### src/rtl/uart_pkg.sv
// rtl/uart_pkg.sv - shared constants and RX state encoding for the UART echo path
package uart_pkg;

  localparam int DEF_CLK_FREQ_HZ = 100_000_000;
  localparam int DEF_BAUD        = 115_200;

  localparam int DATA_BITS  = 8;
  localparam int FRAME_BITS = 10;

  typedef enum logic [1:0] {
    RX_IDLE  = 2'd0,
    RX_START = 2'd1,
    RX_DATA  = 2'd2,
    RX_STOP  = 2'd3
  } rx_state_e;

endpackage

### src/rtl/uart_baud_gen.sv
// rtl/uart_baud_gen.sv - free-running bit-period counter with one-cycle tick
module uart_baud_gen
  import uart_pkg::*;
#(
  parameter int CLKS_PER_BIT = DEF_CLK_FREQ_HZ / DEF_BAUD,
  parameter int CNT_W        = $clog2(CLKS_PER_BIT + 1)
) (
  input  logic             clk_i,
  input  logic             rst_i,
  output logic [CNT_W-1:0] baud_cnt_o,
  output logic             baud_tick_o
);

  localparam logic [CNT_W-1:0] CNT_LAST = CNT_W'(CLKS_PER_BIT - 1);

  logic [CNT_W-1:0] cnt_q, cnt_d;

  assign baud_tick_o = (cnt_q == CNT_LAST);
  assign baud_cnt_o  = cnt_q;

  // Next count: wrap to zero on the last clock of each bit period.
  always_comb begin
    cnt_d = cnt_q + 1'b1;
    if (baud_tick_o) cnt_d = '0;
  end

  // Counter register.
  always_ff @(posedge clk_i) begin
    if (rst_i) cnt_q <= '0;
    else       cnt_q <= cnt_d;
  end

endmodule

### src/rtl/uart_echo_top.sv
// rtl/uart_echo_top.sv - 8-N-1 UART receiver looped back into a transmitter
module uart_echo_top
  import uart_pkg::*;
#(
  parameter int CLK_FREQ_HZ  = DEF_CLK_FREQ_HZ,
  parameter int BAUD         = DEF_BAUD,
  parameter int CLKS_PER_BIT = CLK_FREQ_HZ / BAUD
) (
  input  logic clk_i,
  input  logic rst_i,
  input  logic uart_rxi,
  output logic uart_txo
);

  localparam int CNT_W = $clog2(CLKS_PER_BIT + 1);
  localparam logic [CNT_W-1:0] BIT_LAST  = CNT_W'(CLKS_PER_BIT - 1);
  localparam logic [CNT_W-1:0] HALF_LAST = CNT_W'(CLKS_PER_BIT / 2 - 1);

  logic [CNT_W-1:0] baud_cnt;
  logic             baud_tick;

  uart_baud_gen #(
    .CLKS_PER_BIT (CLKS_PER_BIT),
    .CNT_W        (CNT_W)
  ) u_baud_gen (
    .clk_i       (clk_i),
    .rst_i       (rst_i),
    .baud_cnt_o  (baud_cnt),
    .baud_tick_o (baud_tick)
  );

  logic rx_meta_q, rx_sync_q;

  // Two-flop synchronizer; resets to the idle-high line level.
  always_ff @(posedge clk_i) begin
    if (rst_i) begin
      rx_meta_q <= 1'b1;
      rx_sync_q <= 1'b1;
    end else begin
      rx_meta_q <= uart_rxi;
      rx_sync_q <= rx_meta_q;
    end
  end

  rx_state_e              state, state_d;
  logic [CNT_W-1:0]       rx_cnt_q, rx_cnt_d;
  logic [2:0]             bit_idx, bit_idx_d;
  logic [DATA_BITS-1:0]   rx_shift, rx_shift_d;
  logic [DATA_BITS-1:0]   rx_data, rx_data_d;
  logic                   rx_done, rx_done_d;
  logic                   rx_ferr_q, rx_ferr_d;

  // RX state and datapath registers.
  always_ff @(posedge clk_i) begin
    if (rst_i) begin
      state     <= RX_IDLE;
      rx_cnt_q  <= '0;
      bit_idx   <= '0;
      rx_shift  <= '0;
      rx_data   <= '0;
      rx_done   <= 1'b0;
      rx_ferr_q <= 1'b0;
    end else begin
      state     <= state_d;
      rx_cnt_q  <= rx_cnt_d;
      bit_idx   <= bit_idx_d;
      rx_shift  <= rx_shift_d;
      rx_data   <= rx_data_d;
      rx_done   <= rx_done_d;
      rx_ferr_q <= rx_ferr_d;
    end
  end

  // RX next state: mid-bit sampling, LSB first; a low stop bit parks in
  // RX_STOP (ferr set) until the line returns high, without rx_done.
  always_comb begin
    state_d    = state;
    rx_cnt_d   = rx_cnt_q + 1'b1;
    bit_idx_d  = bit_idx;
    rx_shift_d = rx_shift;
    rx_data_d  = rx_data;
    rx_done_d  = 1'b0;
    rx_ferr_d  = rx_ferr_q;
    case (state)
      RX_IDLE: begin
        rx_cnt_d  = '0;
        rx_ferr_d = 1'b0;
        if (!rx_sync_q) state_d = RX_START;
      end
      RX_START: begin
        if (rx_cnt_q == HALF_LAST) begin
          rx_cnt_d = '0;
          if (!rx_sync_q) begin
            state_d   = RX_DATA;
            bit_idx_d = '0;
          end else begin
            state_d = RX_IDLE;
          end
        end
      end
      RX_DATA: begin
        if (rx_cnt_q == BIT_LAST) begin
          rx_cnt_d   = '0;
          rx_shift_d = {rx_sync_q, rx_shift[DATA_BITS-1:1]};
          bit_idx_d  = bit_idx + 1'b1;
          if (bit_idx == 3'd7) state_d = RX_STOP;
        end
      end
      RX_STOP: begin
        if (rx_ferr_q) begin
          rx_cnt_d = rx_cnt_q;
          if (rx_sync_q) state_d = RX_IDLE;
        end else if (rx_cnt_q == BIT_LAST) begin
          rx_cnt_d = '0;
          if (rx_sync_q) begin
            rx_data_d = rx_shift;
            rx_done_d = 1'b1;
            state_d   = RX_IDLE;
          end else begin
            rx_ferr_d = 1'b1;
          end
        end
      end
      default: state_d = RX_IDLE;
    endcase
  end

  logic                  tx_busy;
  logic [3:0]            tx_cnt;
  logic [FRAME_BITS-1:0] tx_shift;
  logic                  tx_reg;
  logic                  tx_free;

  // The tick that retires the stop-bit tail also frees TX for a byte
  // completing on that same cycle, so 11-bit RX spacing never loses a byte.
  assign tx_free = !tx_busy || (tx_cnt == 4'd0 && baud_tick);

  // TX: load a frame on rx_done when free, then shift one bit per baud tick.
  always_ff @(posedge clk_i) begin
    if (rst_i) begin
      tx_busy  <= 1'b0;
      tx_cnt   <= '0;
      tx_shift <= '1;
      tx_reg   <= 1'b1;
    end else if (rx_done && tx_free) begin
      tx_shift <= {1'b1, rx_data, 1'b0};
      tx_cnt   <= 4'(FRAME_BITS);
      tx_busy  <= 1'b1;
    end else if (tx_busy && baud_tick) begin
      if (tx_cnt != 4'd0) begin
        tx_reg   <= tx_shift[0];
        tx_shift <= {1'b1, tx_shift[FRAME_BITS-1:1]};
        tx_cnt   <= tx_cnt - 1'b1;
      end else begin
        tx_busy <= 1'b0;
      end
    end
  end

  assign uart_txo = tx_reg;

endmodule

### config.mk
export PLATFORM = sky130hd
export DESIGN_NAME = uart_echo_top
export DESIGN_NICKNAME = d
export VERILOG_FILES = /design/src/rtl/uart_pkg.sv /design/src/rtl/uart_baud_gen.sv /design/src/rtl/uart_echo_top.sv
export SDC_FILE = /design/constraint.sdc
export NUM_CORES = 1
export LEC_CHECK = 0
export CAP_MARGIN = 25
export CORE_MARGIN = 1
export CORE_UTILIZATION = 29
export DETAILED_ROUTE_END_ITERATION = 10
export GPL_TIMING_DRIVEN = 1
export PLACE_DENSITY = 0.48
export SYNTH_ARGS = -nofsm -noshare
export SYNTH_HDL_FRONTEND = slang
export SYNTH_SLANG_ARGS = --single-unit
export TNS_END_PERCENT = 50
### constraint.sdc
create_clock -name clk_i -period 1.86 [get_ports clk_i]
set_input_delay 0.372 -clock clk_i [delete_from_list [all_inputs] [get_ports clk_i]]
set_output_delay 0.372 -clock clk_i [all_outputs]
set_load 0.01 [all_outputs]
==> flow_summary.rst, run 1 <==
.. list-table::
   :header-rows: 1

   * - Metric
     - Value
   * - Sequential Area
     - 1210 um^2
   * - Worst EP arrival
     - 2.07 ns
   * - Via count of the first global-routing pass
     - 1,970
   * - Category of the worst setup path launch point
     - flip-flop
   * - Critical-path cell list
     - or4_4 > buf_6 > and3_4 > a221o_2 > a21o_1
   * - Run status
     - finished, final reports clean
   * - Number of nets in the layout
     - 352
   * - Max FO, Critical Path
     - 6
   * - Power consumption
     - 0.00263 W
   * - Fmax
     - 546 MHz
   * - Tmin final
     - 1.83 ns
   * - Final period utilization
     - 0.985
   * - Total met3 wirelength after detailed routing
     - 170 um
   * - Average cell area after synthesis
     - 9.14 um^2
   * - Number of levels the H-tree was split into
     - 3
   * - Routed wire length on met2
     - 2360 um
   * - Clock sink total
     - 60
   * - Cell area after technology mapping
     - 2710 um^2
   * - Clock network latency to the later pin of the worst-skew pair
     - 0.34 ns
   * - Antenna violations before repair
     - 0
   * - CTS tree
     - yes
   * - Detailed-route wire length per cell
     - 11.6 um
   * - Overall routing resource usage
     - 0.115
   * - Filler cells
     - 893
   * - RSZ-0062 raised after global routing
     - true
   * - Detailed Place HPWL
     - 3670 um
   * - Clock root cell
     - clkbuf_8
   * - Actual transition at the worst max-transition pin
     - 0.321 ns
   * - Diode count
     - 0
   * - Area occupied by multi-input gates
     - 1450 um^2
   * - Routed met1 length
     - 2650 um
   * - Slew Limit Headroom
     - 0.786
   * - Delay of the slowest critical-path stage
     - 0.56 ns
   * - Power density of the placed cells
     - 776 nW/um^2
   * - Max-cap violations
     - 0
   * - Worst setup skew after layout
     - 0.0122 ns
   * - Number of iterations in the first detailed-routing pass
     - 4
   * - Worst-path cell with the longest stage delay
     - or4_4
   * - Aggregate negative setup slack
     - 0 ns
   * - DRT iter0 DRCs
     - 90
   * - Wire length of the first global-routing pass
     - 8990 um
   * - Most common cell in the netlist
     - dfxtp_1
   * - Number of flops mapped to enable cells by yosys
     - 0
   * - Initial Util
     - 0.304
   * - Floorplan die height
     - 98.6 um
   * - Syn Inst Count
     - 296
   * - Proportion of register bits with asynchronous set or reset after synthesis
     - 0
   * - Synthesis-to-finish area growth
     - 25.6%
   * - Count of endpoints failing hold in the final timing report
     - 0
   * - Pin count of the biggest net entering global routing
     - 14
   * - Number of distinct library cells after synthesis
     - 51
   * - Final instance area
     - 3400 um^2
   * - Number of flip-flops and latches in the synthesized netlist
     - 60
   * - Share of Yosys cell area claimed by the top area cell type
     - 0.444
   * - # setup viols final
     - 0
   * - Total global routing overflow
     - 0
   * - Die X-Extent
     - 98.6 um
   * - Synthesized Nets
     - 309
   * - Cell area reported after detailed placement
     - 3140 um^2
   * - Final GP Congestion
     - 0.780
   * - Uppermost layer routed
     - met4
   * - # port buffers
     - 3
   * - Worst EP required
     - 2.10 ns
   * - Antenna viol nets, final
     - 0
   * - Sequential cell area fraction in the yosys report
     - 0.444
   * - Die area
     - 9720 um^2
   * - Syn. warnings
     - 0
   * - DRC errors left
     - 0
   * - Standby leakage power
     - 1.24 nW
   * - Worst Slack Setup Final
     - 0.0276 ns
   * - Cell type with the largest total area after synthesis
     - dfxtp_1
   * - Setup WS pre-CTS
     - -0.0686 ns
   * - Pins Over Slew Limit
     - 0
   * - Buffer levels on the longest clock path
     - 2
   * - Top post-synthesis cells by count
     - dfxtp_1 (60), nor2_1 (40), nand2_1 (28), a21oi_1 (19), nand3_1 (15)
   * - Placement Rows
     - 34
   * - Total I/O pin count
     - 4
   * - Ys flop type
     - dfxtp_1
   * - Crit path kind
     - reg -> reg
   * - Clock input transition at the sequential cells of the worst setup and hold paths
     - 0.08 ns
   * - Worst Setup End Kind
     - flip-flop
   * - Leading post-synthesis cells by cell area
     - dfxtp_1 (44%), nor2_1 (5.6%), ha_1 (4.6%), mux2i_1 (4.1%), nand2_1 (3.9%)
   * - Via count
     - 2,113
   * - # hold bufs at CTS
     - 0
   * - Total wire length after detailed routing
     - 5240 um
   * - Number of vias per cell after detailed routing
     - 4.67
   * - Proportion of layout cells with a drive suffix above 1
     - 0.273
   * - Max rail drop VDD
     - 0.000258 V
   * - Core footprint
     - 8890 um^2
   * - Total CTS buffers
     - 9
   * - Type of the most critical hold path
     - reg -> reg
==> cell families (layout without fill, tap and decap cells) <==
group,after synthesis,in the layout,share of synthesized area
multiplexers,11,11,0.0407
AO/OA/AOI/OAI,56,56,0.156
flip-flops,60,60,0.444
XOR/XNOR,16,16,0.0518
AND/OR/NAND/NOR,119,120,0.220
buffers and inverters,24,71,0.0412
adder cells (fa/ha/maj),10,10,0.0463
==> stage by stage <==
| step | utilization | hold WS, ns | instances |
|---|---|---|---|
| after global placement | 0.353 | 0.404 | 435 |
| after detailed placement | 0.353 | 0.403 | 435 |
| after CTS | 0.375 | 0.408 | 451 |
| after floorplan | - | 0.389 | 296 |
| after global routing | 0.382 | 0.407 | 452 |
| final | 0.382 | 0.403 | 452 |
==> where the power goes <==
| group | internal, W | switching (W) | total (W) | leakage (nW) |
|---|---|---|---|---|
| registers | 0.00130 | 0.00000933 | 0.00131 | 0.488 |
| logic | 0.0000753 | 0.0000768 | 0.000152 | 0.648 |
| clock network | 0.000625 | 0.000551 | 0.00118 | 0.104 |
==> sequential cells by signal, indices dropped and copies added (netlist names), named ones only <==
name and flops:
bit_idx 3, u_baud_gen.baud_cnt_o 10, rx_shift 8, rx_done 1
rx_data 8, rx_sync_q 1, rx_cnt_q 10, tx_shift 9
tx_busy 1, tx_cnt 4, state 1, rx_meta_q 1
uart_txo 1, rx_ferr_q 1
==> cell usage in the layout (no fill, tap or decap), drive strengths merged, types with 3 or more instances in the layout <==
master         netlist  final
dfxtp               60     60
nor2                41     41
buf                  2     38
nand2               28     28
a21oi               19     19
inv                 14     15
nand3               15     15
mux2i               11     11
ha                  10     10
xnor2                9      9
clkbuf               8      9
o21ai                9      9
xor2                 7      7
a21o                 7      7
a221o                7      7
nor3                 7      7
or2                  6      6
clkinv               0      5
nand4                4      4
clkdlybuf4s50        0      3
or3b                 3      3
o31ai                3      3
and2                 3      3
a211oi               3      3
==> worst max-delay path, delay by kind of cell, from the launching register on <==
family          cells  cell delay (ns)
flops               1             0.33
buf+inv             1             0.14
compound gates      2             0.52
simple gates        2             0.74
==> routing by layer <==
metal	track usage	up-vias
li1	-	1122
met1	0.152	970
met4	0.0379	0
met3	0.0433	4
met2	0.174	17
met5	0	-
==> worst paths after layout <==
check,startpoint,end,slack [ns],cells after the start
worst min-delay path,rx_meta_q,rx_sync_q,0.40,1
worst min register to register,rx_meta_q,rx_sync_q,0.40,1
worst max-delay path,tx_cnt[3],tx_shift[5],0.03,5
worst max register to register,tx_cnt[3],tx_shift[5],0.03,5
==> area by class of cell <==
cell class,instances,share of cell area
multi-input combinational,213,0.428
sequential,60,0.356
timing repair buffer,41,0.102
tap,108,0.0398
clock buffer,9,0.0365
clock inverter,7,0.0221
inverter,14,0.0155
==> repair_timing <==
| item | in CTS | in global routing |
|---|---|---|
| setup endpoints to repair | 7 | 31 |
| pin swaps | 3 | 13 |
| setup buffers | 1 | 0 |
| resized for setup | 4 | 17 |
| cloned | 0 | 1 |
No activity file was read; power rests on OpenSTA's default activity.
==> run 2, diff against run 1 <==
--- a/config.mk
+++ b/config.mk
@@ -6,11 +6,13 @@
 export NUM_CORES = 1
 export LEC_CHECK = 0
 export CAP_MARGIN = 25
+export CELL_PAD_IN_SITES_DETAIL_PLACEMENT = 0
+export CELL_PAD_IN_SITES_GLOBAL_PLACEMENT = 1
 export CORE_MARGIN = 1
 export CORE_UTILIZATION = 29
 export DETAILED_ROUTE_END_ITERATION = 10
 export GPL_TIMING_DRIVEN = 1
-export PLACE_DENSITY = 0.48
+export PLACE_DENSITY = 0.57
 export SYNTH_ARGS = -nofsm -noshare
 export SYNTH_HDL_FRONTEND = slang
 export SYNTH_SLANG_ARGS = --single-unit
==> run 2 against run 1 <==
  * Flip-flop and latch count stayed put
  * First-iteration DRC count is 37% lower
  * Clock power is 11% lower
  * Die area stayed put
  * Global-route usage is 0.54 points higher
  * Wire length is 3.0% higher
  * Critical path depth stayed put
==> flow_summary.rst, run 2 (synthesized netlist as in run 1, its figures left out) <==
.. list-table::
   :header-rows: 1

   * - Metric
     - Value
   * - Core footprint
     - 8890 um^2 (unchanged)
   * - Total CTS buffers
     - 9 (unchanged)
   * - Met2 usage
     - 0.188 (was 0.174)
   * - Via count of the first global-routing pass
     - 1,991 (was 1,970)
   * - GRT met3 Usage
     - 0.0369 (was 0.0433)
   * - # setup viols final
     - 0 (unchanged)
   * - Slew Limit Headroom
     - 0.777 (was 0.786)
   * - Met1 Track Usage GR
     - 0.150 (was 0.152)
   * - Cell area reported after detailed placement
     - 3120 um^2 (was 3140 um^2)
   * - Launch point of the worst reg-to-reg path
     - tx_cnt[3] (unchanged)
   * - Crit Reg-Reg Endpoint
     - tx_shift[3] (was tx_shift[5])
   * - Clock root cell
     - clkbuf_8 (unchanged)
   * - Crit path kind
     - reg -> reg (unchanged)
   * - Number of iterations in the first detailed-routing pass
     - 4 (unchanged)
   * - Count of endpoints failing hold in the final timing report
     - 0 (unchanged)
   * - Total global routing overflow
     - 0 (unchanged)
   * - Startpoint of the worst setup timing path
     - tx_cnt[3] (unchanged)
   * - Max rail drop VDD
     - 0.000273 V (was 0.000258 V)
   * - Fmax
     - 543 MHz (was 546 MHz)
   * - Die X-Extent
     - 98.6 um (unchanged)
   * - Worst Setup End Kind
     - flip-flop (unchanged)
   * - Floorplan die height
     - 98.6 um (unchanged)
   * - Final instance area
     - 3390 um^2 (was 3400 um^2)
   * - Initial Util
     - 0.304 (unchanged)
   * - Overall routing resource usage
     - 0.121 (was 0.115)
   * - Power consumption
     - 0.00251 W (was 0.00263 W)
   * - Category of the worst setup path launch point
     - flip-flop (unchanged)
   * - Final core utilization
     - 0.381 (was 0.382)
   * - Wire length of the first global-routing pass
     - 9210 um (was 8990 um)
   * - Antenna viol nets, final
     - 0 (unchanged)
   * - Placement Rows
     - 34 (unchanged)
   * - Run status
     - finished, final reports clean (unchanged)
   * - Via count
     - 2,133 (was 2,113)
   * - Detailed Place HPWL
     - 3780 um (was 3670 um)
   * - # port buffers
     - 3 (unchanged)
   * - Tmin final
     - 1.84 ns (was 1.83 ns)
   * - Max FO, Critical Path
     - 10 (was 6)
   * - DRC errors left
     - 0 (unchanged)
   * - Final GP Congestion
     - 0.759 (was 0.780)
   * - Detailed-route wire length per cell
     - 11.9 um (was 11.6 um)
   * - Worst setup skew after layout
     - 0.00812 ns (was 0.0122 ns)
   * - Max-cap violations
     - 0 (unchanged)
   * - Most used cells in the layout excluding fill and tap cells
     - dfxtp_1 (52), nor2_1 (40), buf_4 (35), nand2_1 (27), a21oi_1 (19) (was dfxtp_1 (54), nor2_1 (40), buf_4 (34), nand2_1 (27), a21oi_1 (19))
   * - Power density of the placed cells
     - 742 nW/um^2 (was 776 nW/um^2)
   * - Antenna violations before repair
     - 0 (unchanged)
   * - Worst EP arrival
     - 2.08 ns (was 2.07 ns)
   * - Proportion of layout cells with a drive suffix above 1
     - 0.276 (was 0.273)
   * - CTS tree
     - yes (unchanged)
   * - Actual transition at the worst max-transition pin
     - 0.333 ns (was 0.321 ns)
   * - Hold slack final
     - 0.418 ns (was 0.403 ns)
   * - Total I/O pin count
     - 4 (unchanged)
   * - Synthesis-to-finish area growth
     - 25.3% (was 25.6%)
   * - Pins Over Slew Limit
     - 0 (unchanged)
   * - Crit path capture
     - tx_shift[3] (was tx_shift[5])
   * - Clock network latency to the later pin of the worst-skew pair
     - 0.34 ns (about the same)
   * - Clock sink total
     - 60 (unchanged)
   * - Final period utilization
     - 0.990 (was 0.985)
   * - Clock input transition at the sequential cells of the worst setup and hold paths
     - 0.08 ns (about the same)
   * - Worst EP required
     - 2.10 ns (about the same)
   * - Diode count
     - 0 (unchanged)
   * - Most common cell after layout, fill and taps aside
     - dfxtp_1 (unchanged)
   * - Total wire length after detailed routing
     - 5400 um (was 5240 um)
   * - Number of nets in the layout
     - 352 (unchanged)
   * - Layer with the highest usage after global routing
     - met2 (unchanged)
   * - # hold bufs at CTS
     - 0 (unchanged)
   * - Buffer levels on the longest clock path
     - 2 (unchanged)
   * - Die area
     - 9720 um^2 (unchanged)
   * - Cells on worst reg2reg path
     - 5 (unchanged)
   * - DRT iter0 DRCs
     - 57 (was 90)
   * - Minimum setup slack among reg-to-reg paths
     - 0.02 ns (was 0.03 ns)
   * - Number of levels the H-tree was split into
     - 3 (unchanged)
   * - Type of the most critical hold path
     - reg -> reg (unchanged)
   * - Number of vias per cell after detailed routing
     - 4.72 (was 4.67)
   * - HP Start
     - rx_meta_q (unchanged)
   * - RSZ-0062 raised after global routing
     - true (unchanged)
   * - Pin count of the biggest net entering global routing
     - 24 (was 14)
   * - Standby leakage power
     - 1.23 nW (was 1.24 nW)
## run 2: cell count changes in the layout (fill, tap and decap cells not counted), sizes merged
cell	previous run	this run
clkinvlp	0	2
bufinv	1	0
clkinv	5	3
buf	38	39
and3	2	1
inv	15	16
## run 2: where the power goes
| part | leakage (nW) | internal [W] | switching (W) |
|---|---|---|---|
| registers | 0.489 | 0.00130 | 0.0000112 |
| clock network | 0.0860 | 0.000489 | 0.000564 |
| logic | 0.657 | 0.0000751 | 0.0000766 |
| total | 1.23 | 0.00186 | 0.000652 |
## run 2: repair_timing
action                                  CTS  global route
endpoints found under the setup margin    7            23
setup buffers                             2             2
gates resized for setup                   2            20
pin swaps                                 3             8
hold endpoints to repair                  0             0
## run 2: worst min-delay path by stage
stage / endpoint / slack (ns) / depth (start not counted)
floorplan: rx_sync_q / 0.39 / 1
global placement: rx_sync_q / 0.40 / 1
detailed placement: rx_sync_q / 0.40 / 1
CTS: rx_sync_q / 0.42 / 1
global route: rx_sync_q / 0.46 / 1
finish: rx_sync_q / 0.42 / 1
## run 2: worst max-delay path, cell delays in order (launching register included)
cell and delay [ns]:
dfxtp_2 0.32, or4_4 0.55, buf_6 0.14, and3_4 0.20, a221o_2 0.39, a21o_1 0.15
## run 2: per-stage QoR
| stage | setup WS (ns) | setup TNS, ns | cells |
|---|---|---|---|
| 4_1_cts | -0.00164 | -0.00263 | 450 |
| 6_report | 0.0184 | 0 | 452 |
| 3_3_place_gp | -0.0551 | -0.369 | 432 |
| 2_1_floorplan | 0.00354 | 0 | 296 |
| 3_5_place_dp | -0.0721 | -0.466 | 432 |
| 5_1_grt | -0.0397 | -0.189 | 452 |
## run 2: cell type report
cell class | count | area (um^2)
Fill cell | 925 | 5500
Multi-Input combinational cell | 212 | 1450
Sequential cell | 60 | 1210
Timing Repair Buffer | 42 | 364
Tap cell | 108 | 135
Clock buffer | 9 | 124
Inverter | 14 | 52.6
Clock inverter | 7 | 51.3
## run 2: metal layers
metal	vias up	wire, um
met5	-	0
met4	0	89
met3	8	132
met2	25	2430
met1	983	2750
li1	1117	-
==> run 3, diff against run 2 <==
--- a/config.mk
+++ b/config.mk
@@ -10,6 +10,7 @@
 export CELL_PAD_IN_SITES_GLOBAL_PLACEMENT = 1
 export CORE_MARGIN = 1
 export CORE_UTILIZATION = 29
+export CTS_BUF_LIST = sky130_fd_sc_hd__clkbuf_8
 export DETAILED_ROUTE_END_ITERATION = 10
 export GPL_TIMING_DRIVEN = 1
 export PLACE_DENSITY = 0.57
==> results of run 3 <==
Final layout, timing and power as in run 2 (identical DEF).
